`config.mk`:
```
export PLATFORM = sky130hd
export DESIGN_NAME = window_scan_ctrl_flat
export DESIGN_NICKNAME = d
export VERILOG_FILES = /design/src/rtl/pix_pkg.sv /design/src/rtl/window_scan_ctrl_if.sv /design/src/rtl/valid_delay.sv /design/src/rtl/window_scan_ctrl.sv /design/src/flat_wrapper.sv
export SDC_FILE = /design/constraint.sdc
export NUM_CORES = 1
export LEC_CHECK = 0
export BUFFER_PORTS_ARGS = -buffer_cell sky130_fd_sc_hd__clkbuf_2
export CAP_MARGIN = 15
export CORE_MARGIN = 2
export CORE_UTILIZATION = 50
export DETAILED_ROUTE_END_ITERATION = 16
export PLACE_DENSITY = 0.86
export SLEW_MARGIN = 10
export SYNTH_ARGS = -nofsm -noshare
export SYNTH_HDL_FRONTEND = slang
export SYNTH_SLANG_ARGS = --single-unit
export TNS_END_PERCENT = 30
```
`constraint.sdc`:
```
create_clock -name clk -period 3 [get_ports clk]
set_clock_uncertainty 0.2 [all_clocks]
set_input_delay 0 -clock clk [delete_from_list [all_inputs] [get_ports clk]]
set_output_delay 0 -clock clk [all_outputs]
set_load 0.05 [all_outputs]
```
`src/rtl/pix_pkg.sv`:
```
// Shared definitions for the window scan controller: pixel width, default
// frame geometry and the scan state encoding.
package pix_pkg;

    localparam int PIX_W     = 5;
    localparam int IMG_W_DEF = 100;
    localparam int IMG_H_DEF = 100;

    typedef enum logic [2:0] {
        S_IDLE,
        S_CLEAR,
        S_FILL,
        S_RUN,
        S_FLUSH,
        S_DONE
    } scan_state_t;

endpackage

```
`src/rtl/window_scan_ctrl_if.sv`:
```
// Control/handshake bundle between the column source, the window datapath
// and the scan controller.
interface window_scan_ctrl_if #(
    parameter int IMG_W = pix_pkg::IMG_W_DEF,
    parameter int IMG_H = pix_pkg::IMG_H_DEF
);

    localparam int CW = $clog2(IMG_W + 2);
    localparam int RW = (IMG_H > 1) ? $clog2(IMG_H) : 1;

    // A column transfers on every cycle where in_valid && in_ready, and that
    // transfer is reported as win_shift; in_valid need not be held and is
    // dropped while in_ready is low. out_valid is a one-cycle strobe with no
    // back-pressure.
    logic          start;
    logic          mode;
    logic          in_valid;
    logic          load_end;
    logic          in_ready;
    logic          win_shift;
    logic          win_clear;
    logic          dp_mode;
    logic          out_valid;
    logic [CW-1:0] col_idx;
    logic [RW-1:0] row_idx;
    logic          busy;
    logic          done;
    logic          len_err;
    pix_pkg::scan_state_t scan_state;

    modport master (
        output start, mode, in_valid, load_end,
        input  in_ready, win_shift, win_clear, dp_mode, out_valid,
               col_idx, row_idx, busy, done, len_err, scan_state
    );

    modport slave (
        input  start, mode, in_valid, load_end,
        output in_ready, win_shift, win_clear, dp_mode, out_valid,
               col_idx, row_idx, busy, done, len_err, scan_state
    );

endinterface

```
`src/rtl/valid_delay.sv`:
```
// Fixed-latency result strobe: a DEPTH-deep shift register of accepted columns
// with an asynchronous active-low clear.
module valid_delay #(
    parameter int DEPTH = 1
) (
    input  logic clk,
    input  logic rst_n,
    input  logic din,
    output logic dout,
    output logic pending
);

    logic [DEPTH-1:0] sr;

    always_ff @(posedge clk or negedge rst_n) begin
        if (!rst_n) begin
            sr <= '0;
        end else begin
            sr[0] <= din;
            for (int i = 1; i < DEPTH; i++) sr[i] <= sr[i-1];
        end
    end

    assign dout = sr[DEPTH-1];

    // Strobes still travelling; the one in the output stage issues this cycle.
    always_comb begin
        pending = 1'b0;
        for (int i = 0; i < DEPTH - 1; i++) pending = pending | sr[i];
    end

endmodule

```
`src/rtl/window_scan_ctrl.sv`:
```
// Band-by-band 3x3 window scan controller. Optional band-length checking is
// enabled by defining SCAN_LEN_CHECK_EN.
module window_scan_ctrl
    import pix_pkg::*;
#(
    parameter int IMG_W    = IMG_W_DEF,
    parameter int IMG_H    = IMG_H_DEF,
    parameter int PIPE_LAT = 1
) (
    input logic clk,
    input logic reset,
    window_scan_ctrl_if.slave bus
);

    localparam int CW = $clog2(IMG_W + 2);
    localparam int RW = (IMG_H > 1) ? $clog2(IMG_H) : 1;
    localparam logic [CW-1:0] COL_LAST = CW'(IMG_W + 1);
    localparam logic [RW-1:0] ROW_LAST = RW'(IMG_H - 1);

    scan_state_t   state, state_nx;
    logic [CW-1:0] col_cnt, res_cnt;
    logic [RW-1:0] row_cnt;
    logic          mode_q, busy_q;
    logic          accept, in_ready, win_clear, done, out_valid, pending;

    always_comb begin
        state_nx  = state;
        in_ready  = 1'b0;
        win_clear = 1'b0;
        done      = 1'b0;
        unique case (state)
            S_IDLE:  if (bus.start) state_nx = S_CLEAR;
            S_CLEAR: begin
                win_clear = 1'b1;
                state_nx  = S_FILL;
            end
            S_FILL: begin
                in_ready = 1'b1;
                if (bus.in_valid) begin
                    if (bus.load_end)            state_nx = S_FLUSH;
                    else if (col_cnt == CW'(1))  state_nx = S_RUN;
                end
            end
            S_RUN: begin
                in_ready = 1'b1;
                if (bus.in_valid && bus.load_end) state_nx = S_FLUSH;
            end
            S_FLUSH: if (!pending) state_nx = (row_cnt == ROW_LAST) ? S_DONE : S_CLEAR;
            S_DONE: begin
                done     = 1'b1;
                state_nx = S_IDLE;
            end
            default: state_nx = S_IDLE;
        endcase
    end

    assign accept = bus.in_valid & in_ready;

    // Column and result counters both saturate at the last padded column.
    always_ff @(posedge clk or negedge reset) begin
        if (!reset) begin
            state   <= S_IDLE;
            col_cnt <= '0;
            res_cnt <= '0;
            row_cnt <= '0;
            mode_q  <= 1'b0;
            busy_q  <= 1'b0;
        end else begin
            state <= state_nx;
            if (state == S_IDLE && bus.start) begin
                mode_q  <= bus.mode;
                row_cnt <= '0;
                busy_q  <= 1'b1;
            end
            if (state == S_DONE) busy_q <= 1'b0;
            if (state == S_FLUSH && !pending && row_cnt != ROW_LAST)
                row_cnt <= row_cnt + RW'(1);
            if (state == S_CLEAR) begin
                col_cnt <= '0;
                res_cnt <= '0;
            end else begin
                if (accept && col_cnt != COL_LAST)    col_cnt <= col_cnt + CW'(1);
                if (out_valid && res_cnt != COL_LAST) res_cnt <= res_cnt + CW'(1);
            end
        end
    end

    // The first two columns of a band only prime the window.
    valid_delay #(.DEPTH(PIPE_LAT)) u_valid_delay (
        .clk     (clk),
        .rst_n   (reset),
        .din     (accept && state == S_RUN),
        .dout    (out_valid),
        .pending (pending)
    );

`ifdef SCAN_LEN_CHECK_EN
    logic len_err_q, last_seen;

    always_ff @(posedge clk or negedge reset) begin
        if (!reset) begin
            len_err_q <= 1'b0;
            last_seen <= 1'b0;
        end else begin
            if (state == S_IDLE && bus.start)
                len_err_q <= 1'b0;
            else if (accept && ((bus.load_end && col_cnt != COL_LAST) || last_seen))
                len_err_q <= 1'b1;
            if (state == S_CLEAR)                 last_seen <= 1'b0;
            else if (accept && col_cnt == COL_LAST) last_seen <= 1'b1;
        end
    end

    assign bus.len_err = len_err_q;
`else
    assign bus.len_err = 1'b0;
`endif

    assign bus.in_ready   = in_ready;
    assign bus.win_shift  = accept;
    assign bus.win_clear  = win_clear;
    assign bus.dp_mode    = mode_q;
    assign bus.out_valid  = out_valid;
    assign bus.col_idx    = res_cnt;
    assign bus.row_idx    = row_cnt;
    assign bus.busy       = busy_q;
    assign bus.done       = done;
    assign bus.scan_state = state;

endmodule

```
`src/flat_wrapper.sv`:
```
// flat-port wrapper written by rule: the top's interface ports become plain ports
module window_scan_ctrl_flat import pix_pkg::*;
#(
    parameter int IMG_W    = IMG_W_DEF,
    parameter int IMG_H    = IMG_H_DEF,
    parameter int PIPE_LAT = 1
)
  (clk, reset, bus_start, bus_mode, bus_in_valid, bus_load_end, bus_in_ready, bus_win_shift, bus_win_clear, bus_dp_mode, bus_out_valid, bus_col_idx, bus_row_idx, bus_busy, bus_done, bus_len_err, bus_scan_state);
  window_scan_ctrl_if #(.IMG_W(IMG_W), .IMG_H(IMG_H)) bus_i ();
  input logic clk;
  input logic reset;
  input wire logic [$bits(bus_i.start)-1:0] bus_start;
  input wire logic [$bits(bus_i.mode)-1:0] bus_mode;
  input wire logic [$bits(bus_i.in_valid)-1:0] bus_in_valid;
  input wire logic [$bits(bus_i.load_end)-1:0] bus_load_end;
  output wire logic [$bits(bus_i.in_ready)-1:0] bus_in_ready;
  output wire logic [$bits(bus_i.win_shift)-1:0] bus_win_shift;
  output wire logic [$bits(bus_i.win_clear)-1:0] bus_win_clear;
  output wire logic [$bits(bus_i.dp_mode)-1:0] bus_dp_mode;
  output wire logic [$bits(bus_i.out_valid)-1:0] bus_out_valid;
  output wire logic [$bits(bus_i.col_idx)-1:0] bus_col_idx;
  output wire logic [$bits(bus_i.row_idx)-1:0] bus_row_idx;
  output wire logic [$bits(bus_i.busy)-1:0] bus_busy;
  output wire logic [$bits(bus_i.done)-1:0] bus_done;
  output wire logic [$bits(bus_i.len_err)-1:0] bus_len_err;
  output wire logic [$bits(bus_i.scan_state)-1:0] bus_scan_state;
  assign bus_i.start = bus_start;
  assign bus_i.mode = bus_mode;
  assign bus_i.in_valid = bus_in_valid;
  assign bus_i.load_end = bus_load_end;
  assign bus_in_ready = bus_i.in_ready;
  assign bus_win_shift = bus_i.win_shift;
  assign bus_win_clear = bus_i.win_clear;
  assign bus_dp_mode = bus_i.dp_mode;
  assign bus_out_valid = bus_i.out_valid;
  assign bus_col_idx = bus_i.col_idx;
  assign bus_row_idx = bus_i.row_idx;
  assign bus_busy = bus_i.busy;
  assign bus_done = bus_i.done;
  assign bus_len_err = bus_i.len_err;
  assign bus_scan_state = bus_i.scan_state;
  window_scan_ctrl #(.IMG_W(IMG_W), .IMG_H(IMG_H), .PIPE_LAT(PIPE_LAT)) u_core (.clk(clk), .reset(reset), .bus(bus_i));
endmodule
```
==> summary.md, run 1 <==
| Metric | Value |
|---|---|
| Run status | completed |
| Type of the setup path with the least slack | flop to flop |
| Clock Path Buffers | 2 |
| Number of primary I/O pins | 31 |
| Class of the worst hold path | input port to async pin |
| Max_slew headroom | ~56% |
| Number of warning messages in the yosys log | 0 |
| Share of the clock period used by the worst path after layout | between 80% and 90% |
| Final routed wirelength across all metal layers | roughly 3.3 mm |
| Prevailing post-synth register cell | dfrtp_1 |
| Clock tree from TritonCTS | yes |
| R2R setup slack | 0.56 ns |
| WL/cell | about 15 µm |
| Vias/cell | slightly above 6 |
| Final routed DRC violation total | 0 |
| Synth Area in XOR/XNOR | less than 1% |
| FF-to-FF Start | u_core.col_cnt[1] |
| Detailed-route wire length on metal 1 | 1.57 mm |
| Largest family of logic cells by synthesized area | simple AND/OR/NAND/NOR gates |
| RSZ-0062 raised after global routing | no |
| Clock root cell | clkbuf_4 |
| Utilization after layout | a little over three fifths |
| Final ANT Viol Nets | 0 |
| Largest net degree at the start of global routing | 28 |
| Number of global-route vias before repair | approximately 1300 |
| Synthesis-to-finish area growth | 17.8% |
| Total power density per cell area | between 700 and 800 mW/mm² |
| All-Layer GR Usage | between 20% and 30% |
| Area of all placed cells without fillers | between 0.0015 and 0.002 mm² |
| Number of DRC violations after detailed-routing iteration 0 | 90 |
| CTS resizes | 0 |
| Max-cap check violation count | 0 |
| Worst setup margin | 0.559 ns |
| Leakage Power | 0.000852 µW |
| Worst reg2reg path depth | 6 |
| Amount of wire on met2 after detailed routing | approximately 1.6 mm |
| Asr flop ratio synth | between 90% and 100% |
| Setup TNS | 0 ns |
| Fraction of the mapped netlist area in simple logic gates | between 20% and 30% |
| Transition time at the pin with the least slew margin | about 0.67 ns |
| Die width | a little under 60 µm |
| Worst slack at placement | around 1.1 ns |
| Via count | 1341 |
| Final-layout worst hold slack | 0.0281 ns |
| Ratio of cells with drive above 1 in the final layout | a little under a fifth |
| Initial core utilization | 53.5% |
| Synth Cell Area | 0.00149 mm² |
| Placer congestion estimate | around 0.92 |
| Number of iterations in the first detailed-routing pass | 4 |
| Biggest fanout along the worst timing path | 5 |
| Clock-pin slew reported for the worst setup and hold paths after clock tree synthesis | roughly 0.15 ns |
| Number of buffers inserted during clock tree synthesis | 3 |
| Share of cell area taken by muxes after synthesis | between 5 and 6% |
| Antenna violations before repair | 0 |
| Critical Path AT | 2.51 ns |
| Post-synthesis sequential area ratio | 45.4% |
| Total number of nets in the final design | roughly 200 |
| Kind of end point of the critical path | flop |
| Die Ht | between 50 and 60 µm |
| Post-route minimum period | about 2.4 ns |
| Adder and majority cell fraction of the synthesized area | approximately 4.2% |
| Average footprint of a synthesized cell | roughly 9.6 µm² |
| Wire length on met3 | about 120 µm |
| Highest metal layer with signal wires | met4 |
| Compound-gate portion of the synthesized area | roughly 16% |
| Net count after synthesis | approximately 170 |
| Wire length of the first global-routing pass | slightly below 6 mm |
| Worst reg2reg path endpoint | u_core.bus.scan_state[0] |
| Detail Placement HPWL | around 2.4 mm |
| Site Rows | 19 |
| Count of clock tree sinks | 27 |
| Achievable frequency | approximately 410 MHz |
| Hold Fails Final Rpt | 0 |
| Kind of start point of the critical path | flop |
| Worst-case vdd ir drop | a little under 600 µV |
| Crit path required time | roughly 3.1 ns |
| H-tree lvl count | 1 |
| Most frequent cells in the layout | 29 x clkbuf_2, 27 x dfrtp_1, 19 x nand2_1, 9 x nor3_1 |
| Post-Place Cell Area | ~0.0016 mm² |
| Placeable core area | approximately 0.0028 mm² |
| ANT cells | 0 |
| Die Outline Area | 0.00343 mm² |
| Worst skew pair latency | between 0.3 and 0.4 ns |
| Grt total ovfl | 0 |
| Buffers on Ports | 29 |
| Mapped Cells | 155 |
| Unique masters post-synth | 46 |
| Most common library cell in the layout ignoring fill and taps | clkbuf_2 |
| Final slew viol count | 0 |
| Count of final setup violators | 0 |
| Count of flip-flops with a built-in enable after synthesis | 0 |
| Seq cells post-synth | 27 |
[cell families after synthesis]
| logic type | Yosys count |
|---|---|
| and+or+nand+nor | 70 |
| AOI/OAI and AO/OA | 32 |
| DFF | 27 |
| buffers and inverters | 11 |
| muxes | 8 |
| adders and majority gates | 5 |
| other | 1 |
| xor gates and xnor gates | 1 |
[synth_stat cells (2+ instances only)]
master / number / area (µm²)
a21oi_1: 7 / 35.0
a221o_1: 3 / 30.0
a31oi_1: 3 / 18.8
and3_1: 5 / 31.3
clkbuf_1: 2 / 7.51
dfrtp_1: 27 / 676
ha_1: 5 / 62.6
inv_1: 5 / 18.8
mux2i_1: 7 / 70.1
nand2_1: 19 / 71.3
nand2b_1: 2 / 12.5
nand3_1: 8 / 40.0
nand4_1: 6 / 37.5
nor2_1: 5 / 18.8
nor2b_1: 3 / 18.8
nor3_1: 9 / 45.0
o21ai_0: 5 / 25.0
o2bb2ai_1: 2 / 17.5
o31ai_1: 2 / 15.0
or3_1: 2 / 12.5
or4_1: 3 / 22.5
[layout make-up]
| type | instances | area, µm² |
|---|---|---|
| fill | 234 | 1030 |
| inverter | 6 | 22.5 |
| multi-input combinational | 117 | 766 |
| sequential | 27 | 676 |
| clock buffer | 4 | 26.3 |
| timing repair buffer | 37 | 225 |
| tap | 31 | 38.8 |
[what timing repair did]
item	4_1_cts	5_1_grt
setup buffers	0	0
setup endpoints to repair	0	0
endpoints found under the hold margin	38	0
hold buffers	8	0
[sequential cells by signal (all words and copies together) (netlist names)]
register	flops
u_core.bus.busy	1
u_core.bus.col_idx	7
u_core.bus.dp_mode	1
u_core.bus.row_idx	7
u_core.bus.scan_state	3
u_core.col_cnt	7
u_core.u_valid_delay.dout	1
[report_power, final]
part,leakage (µW),internal (µW),switching [µW],total (µW)
clock network,0.0000150,52.0,105,157
registers,0.000359,437,122,559
logic,0.000479,200,472,672
total,0.000852,690,699,1390
[critical path, stage by stage (launching register included)]
cell and delay [ns]:
dfrtp_1 0.45, inv_1 0.08, ha_1 0.14, or3b_1 0.41
or4_1 0.48, nand3_1 0.09, dlygate4sd3_1 0.55
[how the worst max path moves through the flow]
stage / start / endpoint / cells after the start
2_1_floorplan: u_core.bus.scan_state[2] / bus_done / 2
3_3_place_gp: u_core.bus.scan_state[2] / bus_win_clear / 3
3_5_place_dp: u_core.col_cnt[1] / u_core.col_cnt[0] / 5
4_1_cts: u_core.col_cnt[1] / u_core.bus.scan_state[0] / 6
5_1_grt: u_core.col_cnt[0] / u_core.bus.scan_state[0] / 5
6_report: u_core.col_cnt[1] / u_core.bus.scan_state[0] / 6
[metrics by stage]
| step | total power [µW] | instances |
|---|---|---|
| 2_1_floorplan | 1040 | 155 |
| 3_3_place_gp | 1180 | 210 |
| 3_5_place_dp | 1200 | 210 |
| 4_1_cts | 1390 | 222 |
| 5_1_grt | 1480 | 222 |
| 6_report | 1390 | 222 |
[routing by layer]
metal,GRT usage (%),up-vias
li1,-,651
met1,28.5,653
met2,37.2,33
met3,4.18,4
met4,9.09,0
met5,0,-
Note: power is estimated with default switching activity, not from simulation.
==> run 2: changes to the inputs <==
- CORE_UTILIZATION: 50 -> 48
- clock period: 3 -> 2.1 ns (I/O delays scaled with it)
==> run 2 against run 1 <==
Against the previous run: total power increased by 41%; worst setup slack got worse by 0.40 ns; non-clock buffer count decreased by 1; worst hold slack got worse by 0.012 ns; clock power increased by 40%; sequential power increased by 42%; clock-buffer cell count decreased by 1; fmax increased by 26%; cell area increased by 0.36%; critical path depth decreased by 1.
==> summary.md, run 2 (synthesis results as in run 1) <==
| Metric | Value |
|---|---|
| WL/cell | 13.7 µm (was 14.9 µm) |
| Highest metal layer with signal wires | met4 (unchanged) |
| ANT cells | 0 (unchanged) |
| Leakage Power | 0.000848 µW (was 0.000852 µW) |
| Die Outline Area | 0.00356 mm² (was 0.00343 mm²) |
| Die Ht | 59.7 µm (was 58.6 µm) |
| Die width | 59.7 µm (was 58.6 µm) |
| Final routed wirelength across all metal layers | 3.06 mm (was 3.31 mm) |
| Most common library cell in the layout ignoring fill and taps | clkbuf_2 (unchanged) |
| Run status | completed (unchanged) |
| Biggest fanout along the worst timing path | 5 (unchanged) |
| Clock Path Buffers | 2 (unchanged) |
| Number of DRC violations after detailed-routing iteration 0 | 100 (was 90) |
| Final-layout worst hold slack | 0.0161 ns (was 0.0281 ns) |
| Share of the clock period used by the worst path after layout | 92.2% (was 81.4%) |
| Ratio of cells with drive above 1 in the final layout | 21.6% (was 18.8%) |
| Buffers on Ports | 29 (unchanged) |
| RSZ-0062 raised after global routing | no (unchanged) |
| Final ANT Viol Nets | 0 (unchanged) |
| Placer congestion estimate | 0.874 (was 0.923) |
| Number of primary I/O pins | 31 (unchanged) |
| Achievable frequency | 516 MHz (was 410 MHz) |
| Crit path launch | u_core.col_cnt[1] (unchanged) |
| All-Layer GR Usage | 18.4% (was 22.3%) |
| Site Rows | 20 (was 19) |
| Clock-pin slew reported for the worst setup and hold paths after clock tree synthesis | 0.14 ns (was 0.15 ns) |
| Wire length of the first global-routing pass | 5.11 mm (was 5.94 mm) |
| Class of the worst hold path | input port to async pin (unchanged) |
| Initial core utilization | 49.6% (was 53.5%) |
| Kind of start point of the critical path | flop (unchanged) |
| Final Instance Count excl. Fillers | 223 (was 222) |
| Post-Place Cell Area | 0.00167 mm² (was 0.00165 mm²) |
| Final-layout fill cell count | 270 (was 234) |
| Total number of nets in the final design | 202 (was 203) |
| Type of the setup path with the least slack | flop to flop (unchanged) |
| Amount of wire on met2 after detailed routing | 1.52 mm (was 1.57 mm) |
| Worst reg2reg path endpoint | u_core.col_cnt[0] (was u_core.bus.scan_state[0]) |
| Vias/cell | 5.93 (was 6.04) |
| Count of clock tree sinks | 27 (unchanged) |
| Clock tree from TritonCTS | yes (unchanged) |
| Transition time at the pin with the least slew margin | 0.655 ns (was 0.667 ns) |
| Critical Path AT | 1.99 ns (was 2.51 ns) |
| Detail Placement HPWL | 2.18 mm (was 2.35 mm) |
| Antenna violations before repair | 0 (unchanged) |
| Number of placed instances with taps included | 213 (was 210) |
| Max-cap check violation count | 0 (unchanged) |
| Total power consumption of the routed design | 1960 µW (was 1390 µW) |
| Most frequent cells in the layout | 28 x clkbuf_2, 27 x dfrtp_1, 19 x nand2_1, 8 x nand3_1, 8 x nor3_1 (was 29 x clkbuf_2, 27 x dfrtp_1, 19 x nand2_1, 9 x nor3_1) |
| H-tree lvl count | 1 (unchanged) |
| Largest net degree at the start of global routing | 28 (unchanged) |
| Kind of end point of the critical path | flop (unchanged) |
| Detailed-route wire length on metal 1 | 1.41 mm (was 1.57 mm) |
| Via count | 1323 (was 1341) |
| Number of buffers inserted during clock tree synthesis | 3 (unchanged) |
| Worst setup margin | 0.164 ns (was 0.559 ns) |
| Grt total ovfl | 0 (unchanged) |
| Area of all placed cells without fillers | 0.00176 mm² (was 0.00175 mm²) |
| Worst slack at placement | 0.209 ns (was 1.11 ns) |
| Worst reg2reg path depth | 5 (was 6) |
| Worst-case vdd ir drop | 578 µV (was 582 µV) |
| Post-route minimum period | 1.94 ns (was 2.44 ns) |
| Clock root cell | clkbuf_4 (unchanged) |
| Final routed DRC violation total | 0 (unchanged) |
| Placeable core area | 0.00300 mm² (was 0.00278 mm²) |
| Final slew viol count | 0 (unchanged) |
| Hold Fails Final Rpt | 0 (unchanged) |
| Wire length on met3 | 127 µm (was 116 µm) |
| Total power density per cell area | 1110 mW/mm² (was 791 mW/mm²) |
| Max_slew headroom | 56.4% (was 55.5%) |
| Number of global-route vias before repair | 1136 (was 1331) |
| Setup fix buffers added after clock tree synthesis | 0 (unchanged) |
| Number of iterations in the first detailed-routing pass | 4 (unchanged) |
| FF-to-FF Start | u_core.col_cnt[1] (unchanged) |
| R2R setup slack | 0.16 ns (was 0.56 ns) |
| Synthesis-to-finish area growth | 18.2% (was 17.8%) |
| Worst skew pair latency | 0.32 ns (about the same) |
| Crit path required time | 2.16 ns (was 3.07 ns) |
| Count of final setup violators | 0 (unchanged) |
## run 2: power breakdown
part,switching [µW],internal [µW]
registers,166,625
clock network,149,71.3
logic,672,272
## run 2: routing by layer
| metal | track usage (%) | vias up |
|---|---|---|
| met3 | 3.90 | 2 |
| met4 | 1.90 | 0 |
| met1 | 24.7 | 634 |
| met2 | 31.8 | 36 |
| li1 | - | 651 |
| met5 | 0 | - |
## run 2: worst max-delay path, cell delays in order (launching register included)
cell     delay [ns]
dfrtp_1        0.45
inv_1          0.07
ha_1           0.13
or3b_1         0.41
o21ai_0        0.38
mux2i_1        0.23
## run 2: per-stage QoR
step	utilization [%]	setup TNS, ns
2_1_floorplan	-	-0.372
3_3_place_gp	55.5	0
3_5_place_dp	55.5	0
4_1_cts	58.5	0
5_1_grt	58.6	0
6_report	58.6	0
## run 2: what timing repair did
| item | 4_1_cts | 5_1_grt |
|---|---|---|
| resized for setup | 2 | 1 |
| setup endpoints to repair | 1 | 1 |
| hold buffers | 6 | 0 |
| endpoints found under the hold margin | 36 | 0 |
## run 2: worst max path at each step
stage / end / slack [ns] / depth (start not counted)
final: u_core.col_cnt[0] / 0.16 / 5
after floorplan: u_core.bus.col_idx[1] / -0.1 / 5
after global routing: u_core.col_cnt[0] / 0.05 / 5
after global placement: u_core.bus.scan_state[0] / 0.27 / 5
after CTS: bus_win_clear / 0.04 / 3
after detailed placement: u_core.col_cnt[1] / 0.21 / 5
## run 2: layout make-up
| cell class | count | area [µm²] | share of cell area [%] |
|---|---|---|---|
| clock inverters | 1 | 5.00 | 0.284 |
| well taps | 33 | 41.3 | 2.35 |
| multi-input cells | 117 | 773 | 43.9 |
| repair buffers | 36 | 215 | 12.2 |
| inverters | 6 | 27.5 | 1.56 |
| clock buffers | 3 | 22.5 | 1.28 |
| flip-flops and latches | 27 | 676 | 38.4 |
==> run 3: changes to the inputs <==
- CELL_PAD_IN_SITES_DETAIL_PLACEMENT: unset -> 1
- CELL_PAD_IN_SITES_GLOBAL_PLACEMENT: unset -> 1
- CORE_UTILIZATION: 48 -> 37
- PLACE_DENSITY: 0.86 -> 0.87
==> run 3 against run 2 <==
Against the previous run: worst hold slack gained 0.070 ns; register-to-register slack gained 0.06 ns; flip-flop and latch count is the same; worst setup slack lost 0.073 ns; cell area grew 3.1%; largest cell class unchanged; first-iteration DRC count shrank 61%; critical path depth shrank 2; via count grew 1.7%; clock-buffer cell count is the same.
==> summary.md, run 3 (synthesis results as in run 1) <==
| Metric | Value |
|---|---|
| Run status | completed (unchanged) |
| Critical Path AT | 1.81 ns (was 1.99 ns) |
| Most frequent cells in the layout | 28 x clkbuf_2, 27 x dfrtp_1, 19 x nand2_1, 8 x nand3_1, 8 x nor3_1 (unchanged) |
| Placer congestion estimate | 0.802 (was 0.874) |
| Number of iterations in the first detailed-routing pass | 4 (unchanged) |
| Final ANT Viol Nets | 0 (unchanged) |
| Post-route minimum period | 2.01 ns (was 1.94 ns) |
| Share of the clock period used by the worst path after layout | 95.7% (was 92.2%) |
| Class of the worst hold path | input port to async pin (unchanged) |
| Achievable frequency | 498 MHz (was 516 MHz) |
| Initial core utilization | 37.8% (was 49.6%) |
| Net Sw Power | 1030 µW (was 987 µW) |
| Clock Path Buffers | 2 (unchanged) |
| Setup TNS | 0 ns (unchanged) |
| Final Instance Count excl. Fillers | 242 (was 223) |
| Detail Placement HPWL | 2.71 mm (was 2.18 mm) |
| Die Outline Area | 0.00455 mm² (was 0.00356 mm²) |
| Synthesis-to-finish area growth | 21.9% (was 18.2%) |
| Ratio of cells with drive above 1 in the final layout | 22.4% (was 21.6%) |
| Placeable core area | 0.00394 mm² (was 0.00300 mm²) |
| Max-cap check violation count | 0 (unchanged) |
| Type of the setup path with the least slack | flop to output port (was flop to flop) |
| Worst setup margin | 0.0910 ns (was 0.164 ns) |
| Worst skew pair latency | 0.27 ns (was 0.32 ns) |
| Site Rows | 23 (was 20) |
| Total power consumption of the routed design | 2070 µW (was 1960 µW) |
| Setup fix buffers added after clock tree synthesis | 0 (unchanged) |
| Transition time at the pin with the least slew margin | 0.671 ns (was 0.655 ns) |
| Largest net degree at the start of global routing | 28 (unchanged) |
| Clock-pin slew reported for the worst setup and hold paths after clock tree synthesis | 0.10 ns (was 0.14 ns) |
| Number of DRC violations after detailed-routing iteration 0 | 39 (was 100) |
| Vias/cell | 5.56 (was 5.93) |
| Wire length of the first global-routing pass | 6.29 mm (was 5.11 mm) |
| H-tree lvl count | 1 (unchanged) |
| Total number of nets in the final design | 204 (was 202) |
| Worst slack at placement | 0.232 ns (was 0.209 ns) |
| Final routed wirelength across all metal layers | 3.67 mm (was 3.06 mm) |
| Final routed DRC violation total | 0 (unchanged) |
| Max stage delay cell, worst path | or3b_2 (was dfrtp_1) |
| Buffers on Ports | 29 (unchanged) |
| Count of clock tree sinks | 27 (unchanged) |
| Antenna violations before repair | 0 (unchanged) |
| Clock tree from TritonCTS | yes (unchanged) |
| Die Ht | 67.4 µm (was 59.7 µm) |
| Hold Fails Final Rpt | 0 (unchanged) |
| Kind of start point of the critical path | flop (unchanged) |
| Most common library cell in the layout ignoring fill and taps | clkbuf_2 (unchanged) |
| Total power density per cell area | 1140 mW/mm² (was 1110 mW/mm²) |
| Kind of cell adding the most delay to the critical path | simple AND/OR/NAND/NOR gates (was flip-flops) |
| Combinational fraction of design power | 47.3% (was 48.3%) |
| Max_slew headroom | 55.3% (was 56.4%) |
| Number of primary I/O pins | 31 (unchanged) |
| Crit path required time | 1.90 ns (was 2.16 ns) |
| CP Cell Sequence | or3b_2 -> clkinvlp_4 -> clkbuf_4 (was inv_1 -> ha_1 -> or3b_1 -> o21ai_0 -> mux2i_1) |
| All-Layer GR Usage | 18.3% (was 18.4%) |
| Clock root cell | clkbuf_8 (was clkbuf_4) |
| Worst-case vdd ir drop | 461 µV (was 578 µV) |
| Kind of end point of the critical path | output port (was flop) |
| Fraction of power spent switching nets | 49.7% (was 50.5%) |
| Final slew viol count | 0 (unchanged) |
| Cell internal power dissipation | 1040 µW (was 968 µW) |
| Die width | 67.4 µm (was 59.7 µm) |
| Biggest fanout along the worst timing path | 10 (was 5) |
| Utilization after layout | 46.0% (was 58.6%) |
| Leakage Power | 0.000859 µW (was 0.000848 µW) |
| Clock power frac | 14.5% (was 11.2%) |
| Count of final setup violators | 0 (unchanged) |
| Number of placed instances with taps included | 232 (was 213) |
| RSZ-0062 raised after global routing | no (unchanged) |
| Via count | 1345 (was 1323) |
| Sequential group share of total power | 38.3% (was 40.5%) |
| Number of buffers inserted during clock tree synthesis | 3 (unchanged) |
| Total buffers and inverters traversed by the critical path | 2 (was 1) |
| WL/cell | 15.2 µm (was 13.7 µm) |
| ANT cells | 0 (unchanged) |
| Number of global-route vias before repair | 1303 (was 1136) |
| Largest stage delay, worst path | 0.60 ns (was 0.45 ns) |
| Grt total ovfl | 0 (unchanged) |
## run 3: cell types whose count changed in the layout (fill, tap and decap cells not counted), sizes merged
cell,previous run,this run
buf,1,3
clkinvlp,1,2
clkinv,2,1
## run 3: path summary, 6_finish.rpt
kind	start	to	slack, ns	depth (start not counted)
worst max-delay path	u_core.bus.scan_state[1]	bus_win_clear	0.09	3
worst min-delay path	reset	u_core.bus.col_idx[0]	0.09	2
worst max register to register	u_core.col_cnt[1]	u_core.col_cnt[1]	0.22	5
worst min register to register	u_core.bus.dp_mode	u_core.bus.dp_mode	0.32	1
max in group asynchronous	reset	u_core.bus.col_idx[2]	1.18	2
min in group clk	bus_mode	u_core.bus.dp_mode	0.30	3
## run 3: routing by layer
metal | share of wire (%) | track usage, % | routed length (µm)
met5 | 0 | 0 | 0
met4 | 0.71 | 3.83 | 26
met2 | 50 | 31.1 | 1850
met1 | 45 | 23.9 | 1670
met3 | 3.4 | 4.17 | 123
## run 3: area by class of cell
cell class	instances	area (µm²)
clock buffer	3	41.3
clock inverter	1	5.00
fill	471	2130
inverter	6	30.0
multi-input combinational	117	771
sequential	27	676
tap	50	62.6
timing repair buffer	38	230
## run 3: metrics by stage
stage | hold slack (ns) | area, µm²
4_1_cts | 0.110 | 1810
3_5_place_dp | -0.125 | 1700
2_1_floorplan | -0.496 | 1500
6_report | 0.0863 | 1820
5_1_grt | 0.156 | 1820
3_3_place_gp | -0.116 | 1700
## run 3: what timing repair did
action	in CTS	in global routing
resized for setup	0	3
hold buffers	6	0
endpoints found under the hold margin	35	0
setup endpoints to repair	0	1
## run 3: power by group through the flow
stage | clock network, µW | registers (µW) | logic (µW)
floorplan | 0 | 1020 | 479
global placement | 0 | 791 | 947
detailed placement | 0 | 802 | 963
CTS | 309 | 792 | 977
global route | 334 | 820 | 1060
finish | 299 | 791 | 976
